**config.mk**
```make
export PLATFORM = sky130hd
export DESIGN_NAME = alu_rf_sequencer
export DESIGN_NICKNAME = d
export VERILOG_FILES = /design/src/rtl/alu_rf_sequencer_pkg.sv /design/src/rtl/alu_rf_sequencer.sv
export SDC_FILE = /design/constraint.sdc
export NUM_CORES = 1
export LEC_CHECK = 0
export CAP_MARGIN = 40
export CORE_MARGIN = 3
export CORE_UTILIZATION = 40
export DETAILED_ROUTE_END_ITERATION = 8
export MAX_ROUTING_LAYER = met4
export PLACE_DENSITY = 0.88
export SLEW_MARGIN = 20
export SYNTH_ARGS = -nofsm -noshare
export SYNTH_HDL_FRONTEND = slang
export SYNTH_SLANG_ARGS = --single-unit
```
**constraint.sdc**
```tcl
create_clock -name clk -period 4.15 [get_ports clk]
set_input_delay 0.83 -clock clk [delete_from_list [all_inputs] [get_ports clk]]
set_output_delay 0.83 -clock clk [all_outputs]
set_load 0.005 [all_outputs]
```
**src/rtl/alu_rf_sequencer_pkg.sv**
```systemverilog
// Shared definitions for the ALU/register-file sequencer: FSM state encoding and op-code constants.
package alu_rf_sequencer_pkg;

    typedef enum logic [1:0] {
        ST_IDLE  = 2'd0,
        ST_READ  = 2'd1,
        ST_EXEC  = 2'd2,
        ST_WRITE = 2'd3
    } seq_state_t;

    // {bnegate, oper[1:0]}
    localparam logic [2:0] OP_AND = 3'b000;
    localparam logic [2:0] OP_OR  = 3'b001;
    localparam logic [2:0] OP_ADD = 3'b010;
    localparam logic [2:0] OP_SUB = 3'b110;
    localparam logic [2:0] OP_SLT = 3'b111;

endpackage

```
**src/rtl/alu_rf_sequencer.sv**
```systemverilog
// Four-cycle sequencer: read two registers, drive the ALU, capture flags, write the result back.
//   state    | meaning
//   ST_IDLE  | ready for an instruction; latch fields on handshake
//   ST_READ  | present rs/rt to register-file read ports
//   ST_EXEC  | read data on ALU operands; capture result/carry/zero at edge
//   ST_WRITE | write captured result to rd; pulse done
module alu_rf_sequencer
    import alu_rf_sequencer_pkg::*;
#(
    parameter int DATA_W     = 4,
    parameter int REG_ADDR_W = 3
) (
    input  logic                  clk,
    input  logic                  rst_n,
    input  logic                  instr_valid,
    output logic                  instr_ready,
    input  logic [2:0]            instr_op,
    input  logic [REG_ADDR_W-1:0] instr_rd,
    input  logic [REG_ADDR_W-1:0] instr_rs,
    input  logic [REG_ADDR_W-1:0] instr_rt,
    output logic [REG_ADDR_W-1:0] rf_raddr_a,
    output logic [REG_ADDR_W-1:0] rf_raddr_b,
    input  logic [DATA_W-1:0]     rf_rdata_a,
    input  logic [DATA_W-1:0]     rf_rdata_b,
    output logic                  rf_we,
    output logic [REG_ADDR_W-1:0] rf_waddr,
    output logic [DATA_W-1:0]     rf_wdata,
    output logic [DATA_W-1:0]     alu_a,
    output logic [DATA_W-1:0]     alu_b,
    output logic [1:0]            alu_oper,
    output logic                  alu_binvert,
    output logic                  alu_cin,
    input  logic [DATA_W-1:0]     alu_res,
    input  logic                  alu_cout,
    output logic                  done,
    output logic [DATA_W-1:0]     result,
    output logic                  carry,
    output logic                  zero
);

    seq_state_t            state, state_nxt;
    logic [2:0]            op_q;
    logic [REG_ADDR_W-1:0] rd_q, rs_q, rt_q;
    logic [DATA_W-1:0]     result_q;
    logic                  carry_q, zero_q;
    logic                  accept;

    assign accept = (state == ST_IDLE) && instr_valid;

    always_ff @(posedge clk or negedge rst_n) begin
        if (!rst_n) state <= ST_IDLE;
        else        state <= state_nxt;
    end

    always_ff @(posedge clk or negedge rst_n) begin
        if (!rst_n) begin
            op_q <= '0;
            rd_q <= '0;
            rs_q <= '0;
            rt_q <= '0;
        end else if (accept) begin
            op_q <= instr_op;
            rd_q <= instr_rd;
            rs_q <= instr_rs;
            rt_q <= instr_rt;
        end
    end

    always_ff @(posedge clk or negedge rst_n) begin
        if (!rst_n) begin
            result_q <= '0;
            carry_q  <= 1'b0;
            zero_q   <= 1'b0;
        end else if (state == ST_EXEC) begin
            result_q <= alu_res;
            carry_q  <= alu_cout;
            zero_q   <= (alu_res == '0);
        end
    end

    // Outputs are decoded from state and latched fields only, so instr_* never reaches rf_*.
    always_comb begin
        state_nxt   = state;
        instr_ready = 1'b0;
        rf_raddr_a  = '0;
        rf_raddr_b  = '0;
        rf_we       = 1'b0;
        rf_waddr    = '0;
        rf_wdata    = '0;
        alu_a       = '0;
        alu_b       = '0;
        alu_oper    = 2'b00;
        alu_binvert = 1'b0;
        alu_cin     = 1'b0;
        done        = 1'b0;
        case (state)
            ST_IDLE: begin
                instr_ready = 1'b1;
                if (instr_valid) state_nxt = ST_READ;
            end
            ST_READ: begin
                rf_raddr_a = rs_q;
                rf_raddr_b = rt_q;
                state_nxt  = ST_EXEC;
            end
            ST_EXEC: begin
                alu_a       = rf_rdata_a;
                alu_b       = rf_rdata_b;
                alu_oper    = op_q[1:0];
                alu_binvert = op_q[2];
                alu_cin     = op_q[2];
                state_nxt   = ST_WRITE;
            end
            ST_WRITE: begin
                rf_we     = 1'b1;
                rf_waddr  = rd_q;
                rf_wdata  = result_q;
                done      = 1'b1;
                state_nxt = ST_IDLE;
            end
            default: state_nxt = ST_IDLE;
        endcase
    end

    assign result = result_q;
    assign carry  = carry_q;
    assign zero   = zero_q;

endmodule

```
# Word level (Yosys, flattened, before mapping)
# Index checks and enable logic that the tools add are counted.
# Widths: inputs -> output; s select.
# word_totals
ff_bits	20
latchBits	0
ram_bits	0
rom_bits	0
inputBits	28
out_inout_bits	34
wordCells	27
mem_count	0
# classes
addsub	0
mul	0
n_div	0
magnitude_cmp	0
eq_ne	4
shifts	0
muxes	12
bitwise_logic	0
reduce_logical	3
# op_table
cell	n
$mux 4	3
$mux 3	3
$pmux 2 s4	1
$eq 2x2->1 const B	2
$logic_not 4->1	1
$mux 2	2
$mux 1	3
$eq 2x1->1 const B	1
$logic_not 2->1	1
$ne 2x2->1 const B	1
$logic_and 1x1->1	1

# Longest topological paths before layout
# logic_depth
ltp_word	2
depth_mapped	6
ltp_nobuf	4

# Worst setup path after synthesis
# OpenSTA, ideal clock, no wires.
# synth_path
path_kind	register to output
start	register state[0]
end	output port alu_cin
t_arrival_ps	1309
t_required_ps	3320
path_slack_ps	2011
path_stages_with_launch	7
n_path_buf	3
path_cell_list	dfrtp_1 inv_1 ha_1 buf_2 clkbuf_1 and2_1 buf_4
# synth_via
elab_chain_len	2
# synth_lines
item	line	rtl
start: declaration	alu_rf_sequencer.sv:41	seq_state_t state, state_nxt;
start signal: assignment	alu_rf_sequencer.sv:52	else state <= state_nxt;
$eq 2x2->1	n/a	
$mux 1	n/a	
end: declaration	alu_rf_sequencer.sv:32	output logic alu_cin,
# No other way between the ends.

# Final worst setup path
# layout_path
start	register state[0]
end	output port alu_binvert
# layout_via
elab_chain_len	2
# layout_lines
item	line	rtl
$eq 2x2->1	alu_rf_sequencer.sv:96	case (state)
$mux 1	alu_rf_sequencer.sv:96	
end: declaration	alu_rf_sequencer.sv:31	output logic alu_binvert,
# No other way between the ends.

==> report_table.html <==
<table>
<tr><th>Metric</th><th>Value</th></tr>
<tr><th colspan="2">Status</th></tr>
<tr><td>Run status</td><td>complete, no violations</td></tr>
<tr><th colspan="2">Logic synthesis</th></tr>
<tr><td>Number of register bits inferred by synthesis</td><td>20</td></tr>
<tr><td>Sequential cell area fraction in the yosys report</td><td>47.6%</td></tr>
<tr><td>Cell taking the most area after synthesis</td><td>sky130_fd_sc_hd__dfrtp_1</td></tr>
<tr><td>Synthesized Nets</td><td>116</td></tr>
<tr><td>Number of enable flip-flop cells after synthesis</td><td>0</td></tr>
<tr><td>Mean instance size in the synthesized netlist</td><td>12.8 sq um</td></tr>
<tr><td>Mapped Cells</td><td>82</td></tr>
<tr><td>Summed instance area of the synthesized netlist</td><td>1050 sq um</td></tr>
<tr><td>Count of unique library cells instantiated by Yosys</td><td>15</td></tr>
<tr><td>Largest cells by area after synthesis</td><td>sky130_fd_sc_hd__dfrtp_1 (48%), sky130_fd_sc_hd__and2_1 (14%), sky130_fd_sc_hd__mux2_4 (14%)</td></tr>
<tr><td>Yosys warns</td><td>0</td></tr>
<tr><td>Most frequently used flop master after synthesis</td><td>sky130_fd_sc_hd__dfrtp_1</td></tr>
<tr><td>Yosys top cell area share</td><td>47.6%</td></tr>
<tr><td>Share of synthesized registers carrying an async set or reset</td><td>100%</td></tr>
<tr><th colspan="2">Layout</th></tr>
<tr><td>Filler cells</td><td>178</td></tr>
<tr><td>Layout cells sized above 1</td><td>17.5%</td></tr>
<tr><td>Antenna diode count</td><td>0</td></tr>
<tr><td>Post-layout instance count excluding filler cells</td><td>171</td></tr>
<tr><td>Register area</td><td>500 sq um</td></tr>
<tr><td>Area delta synth-&gt;final</td><td>63.0%</td></tr>
<tr><td>Most frequent cells in the layout</td><td>sky130_fd_sc_hd__clkdlybuf4s50_1 (61), sky130_fd_sc_hd__and2_1 (24), sky130_fd_sc_hd__dfrtp_1 (20)</td></tr>
<tr><td>Area of the multi-input gates</td><td>508 sq um</td></tr>
<tr><td>Most common library cell in the layout ignoring fill and taps</td><td>sky130_fd_sc_hd__clkdlybuf4s50_1</td></tr>
<tr><td>Number of nets in the final layout</td><td>178</td></tr>
<tr><td>Design Area, Final</td><td>1710 sq um</td></tr>
<tr><th colspan="2">CTS</th></tr>
<tr><td>Number of sinks driven by the clock tree</td><td>20</td></tr>
<tr><td>H-Tree Depth</td><td>1</td></tr>
<tr><td>Clock-pin transition on the worst setup and hold timing paths</td><td>0.11 ns</td></tr>
<tr><td>TritonCTS Buffers</td><td>3</td></tr>
<tr><td>Number of gates given a new drive strength after cts</td><td>0</td></tr>
<tr><td>Max clock buf depth</td><td>2</td></tr>
<tr><td>Master cell of the clock root buffer</td><td>sky130_fd_sc_hd__clkbuf_4</td></tr>
<tr><td>Buffers inserted during post-CTS setup optimization</td><td>0</td></tr>
<tr><td>Clk_lat worst skew</td><td>0.30 ns</td></tr>
<tr><td>TritonCTS clock tree</td><td>done</td></tr>
<tr><td>Quantity of hold-fixing buffers added after cts</td><td>0</td></tr>
<tr><th colspan="2">Route</th></tr>
<tr><td>Antenna-violating nets left</td><td>0</td></tr>
<tr><td>DRC marker count from the first detailed-route iteration</td><td>16</td></tr>
<tr><td>Final routed wirelength across all metal layers</td><td>2.51 mm</td></tr>
<tr><td>DRC violation count after routing</td><td>0</td></tr>
<tr><td>Via count normalized by instance count</td><td>4.75</td></tr>
<tr><td>Average wire per cell in the routed design</td><td>14.6 um</td></tr>
<tr><td>First-pass iteration count of the detailed router</td><td>3</td></tr>
<tr><td>Via count of the routed design</td><td>813</td></tr>
<tr><th colspan="2">Critical path</th></tr>
<tr><td>Worst Path Class, Setup</td><td>flop to primary output</td></tr>
<tr><td>CP Launch Point</td><td>state[0]</td></tr>
<tr><td>Maximum cell stage delay along the critical path</td><td>0.53 ns</td></tr>
<tr><td>CP Data Arrival Time</td><td>2.16 ns</td></tr>
<tr><td>Slowest-stage cell, CP</td><td>sky130_fd_sc_hd__ha_1</td></tr>
<tr><td>Required @ worst endpoint</td><td>3.32 ns</td></tr>
<tr><td>Worst reg2reg startpoint</td><td>state[0]</td></tr>
<tr><td>Critical path, cell by cell</td><td>inv_1 -&gt; ha_1 -&gt; and2_1 -&gt; clkdlybuf4s50_1</td></tr>
<tr><td>CP Launch Type</td><td>flop</td></tr>
<tr><td>Category of the worst setup path capture point</td><td>primary output</td></tr>
<tr><td>Crit Path Max Fanout</td><td>18</td></tr>
<tr><th colspan="2">Place</th></tr>
<tr><td>Area post-placement</td><td>1680 sq um</td></tr>
<tr><td>I/O Buffers</td><td>61</td></tr>
<tr><td>Routability cong.</td><td>0.747</td></tr>
<tr><td>Number of cells in the design after placement</td><td>167</td></tr>
<tr><td>Post-detailed-placement half-perimeter wirelength</td><td>2.05 mm</td></tr>
<tr><th colspan="2">Global routing</th></tr>
<tr><td>Via count of the first global-routing pass</td><td>848</td></tr>
<tr><td>First-pass GRT wire length</td><td>4.01 mm</td></tr>
<tr><td>Maximum number of pins on one net before global-route repair</td><td>19</td></tr>
<tr><td>Antenna violations before repair</td><td>0</td></tr>
<tr><td>Overall Global Routing Usage</td><td>16.2%</td></tr>
<tr><td>Remaining global-route overflow</td><td>0</td></tr>
<tr><th colspan="2">Pwr</th></tr>
<tr><td>Overall power of the completed layout</td><td>1.09 mW</td></tr>
<tr><td>Leakage</td><td>0.757 nW</td></tr>
<tr><td>Largest vdd supply drop</td><td>0.420 mV</td></tr>
<tr><td>PD cells</td><td>634 nW/um^2</td></tr>
<tr><th colspan="2">STA</th></tr>
<tr><td>Setup repair after global routing missed its margin</td><td>no</td></tr>
<tr><td>Max-slew violation total from the final report</td><td>0</td></tr>
<tr><td>Number of failing hold endpoints at the final stage</td><td>0</td></tr>
<tr><td>Fin crit period</td><td>2.99 ns</td></tr>
<tr><td>Ratio of final minimum period to clock period</td><td>72.0%</td></tr>
<tr><td>Max Clk Rate</td><td>0.335 GHz</td></tr>
<tr><td>Clock Skews</td><td>0.00753 ns</td></tr>
<tr><td>Worst Max-Slew Pin Slew</td><td>0.562 ns</td></tr>
<tr><td>Final setup TNS</td><td>0 ns</td></tr>
<tr><td>Number of endpoints failing setup at the final stage</td><td>0</td></tr>
<tr><td>Worst rel slew slack</td><td>62.5%</td></tr>
<tr><th colspan="2">Floorplan</th></tr>
<tr><td>Y dimension of the die</td><td>57.3 um</td></tr>
<tr><td>Core ar.</td><td>2340 sq um</td></tr>
<tr><td>Overall die width</td><td>57.3 um</td></tr>
<tr><td>Initial core utilization</td><td>44.9%</td></tr>
<tr><td>Die area</td><td>3280 sq um</td></tr>
<tr><td>Site Rows</td><td>17</td></tr>
<tr><td>Ports</td><td>62</td></tr>
<tr><th colspan="2">Flow run</th></tr>
<tr><td>Count of max-cap constraint violations</td><td>0</td></tr>
<tr><th colspan="2">Hold path</th></tr>
<tr><td>Startpoint of the worst hold path</td><td>rs_q[2]</td></tr>
<tr><td>Hold crit path type</td><td>flop to flop</td></tr>
</table>
final timing paths:
| kind | endpoint | slack (ns) | cells past startpoint |
|---|---|---|---|
| min in group asynchronous | rd_q[2] | 0.72 | 1 |
| max | alu_binvert | 1.16 | 4 |
| max reg2reg | rt_q[2] | 2.54 | 4 |
| min | rs_q[2] | 0.51 | 1 |
| min reg2reg | rs_q[2] | 0.51 | 1 |
| max in group asynchronous | state[1] | 3.04 | 2 |
logic make-up after synthesis:
kind of cell,after synthesis,share of synthesized area [%]
AOI/OAI and AO/OA,1,0.476
buffers and inverters,7,4.05
and+or+nand+nor,29,16.8
adders and majority gates,6,7.14
DFF,20,47.6
muxes,19,23.9
per-layer routing:
metal	global-route usage [%]	wire length, um
met1	17.8	994
met2	28.9	1280
met3	4.07	181
met4	4.64	53
met5	-	0
metrics by stage:
| stage | utilization [%] | hold slack [ns] | worst slack (ns) |
|---|---|---|---|
| 2_1_floorplan | - | 0.471 | 2.01 |
| 3_3_place_gp | 71.0 | 0.484 | 1.43 |
| 3_5_place_dp | 71.7 | 0.489 | 1.39 |
| 4_1_cts | 73.2 | 0.521 | 1.11 |
| 5_1_grt | 73.2 | 0.533 | 1.00 |
| 6_report | 73.2 | 0.515 | 1.16 |
flip-flops by register name, indices dropped and copies added (netlist names):
signal  cells
state       2
result      4
rd_q        3
rt_q        3
carry       1
rs_q        3
zero        1
op_q        3
cells in the mapped netlist, types with 2 or more instances:
cell	number
sky130_fd_sc_hd__and2_1	24
sky130_fd_sc_hd__buf_4	2
sky130_fd_sc_hd__dfrtp_1	20
sky130_fd_sc_hd__ha_1	6
sky130_fd_sc_hd__inv_1	2
sky130_fd_sc_hd__mux2_2	9
sky130_fd_sc_hd__mux2_4	10
sky130_fd_sc_hd__nor2_1	2
power breakdown:
part	internal [mW]	switching (mW)
clock	0.0536	0.0612
sequential	0.294	0.0589
combinational	0.420	0.198
cell type report:
cell class | count | area share [%]
Inverter | 2 | 0.438
Clock buffer | 4 | 2.12
Sequential cell | 20 | 29.2
Timing Repair Buffer | 62 | 36.5
Multi-Input combinational cell | 55 | 29.7
Tap cell | 28 | 2.05
critical path: cells and delay by family, from the launching register on:
| kind | cells | cell delay (ns) |
|---|---|---|
| flip-flops | 1 | 0.45 |
| buffers and inverters | 2 | 0.65 |
| AND/OR/NAND/NOR | 1 | 0.24 |
| adder cells (fa/ha/maj) | 1 | 0.53 |
Power figures use the tool's default switching activity.
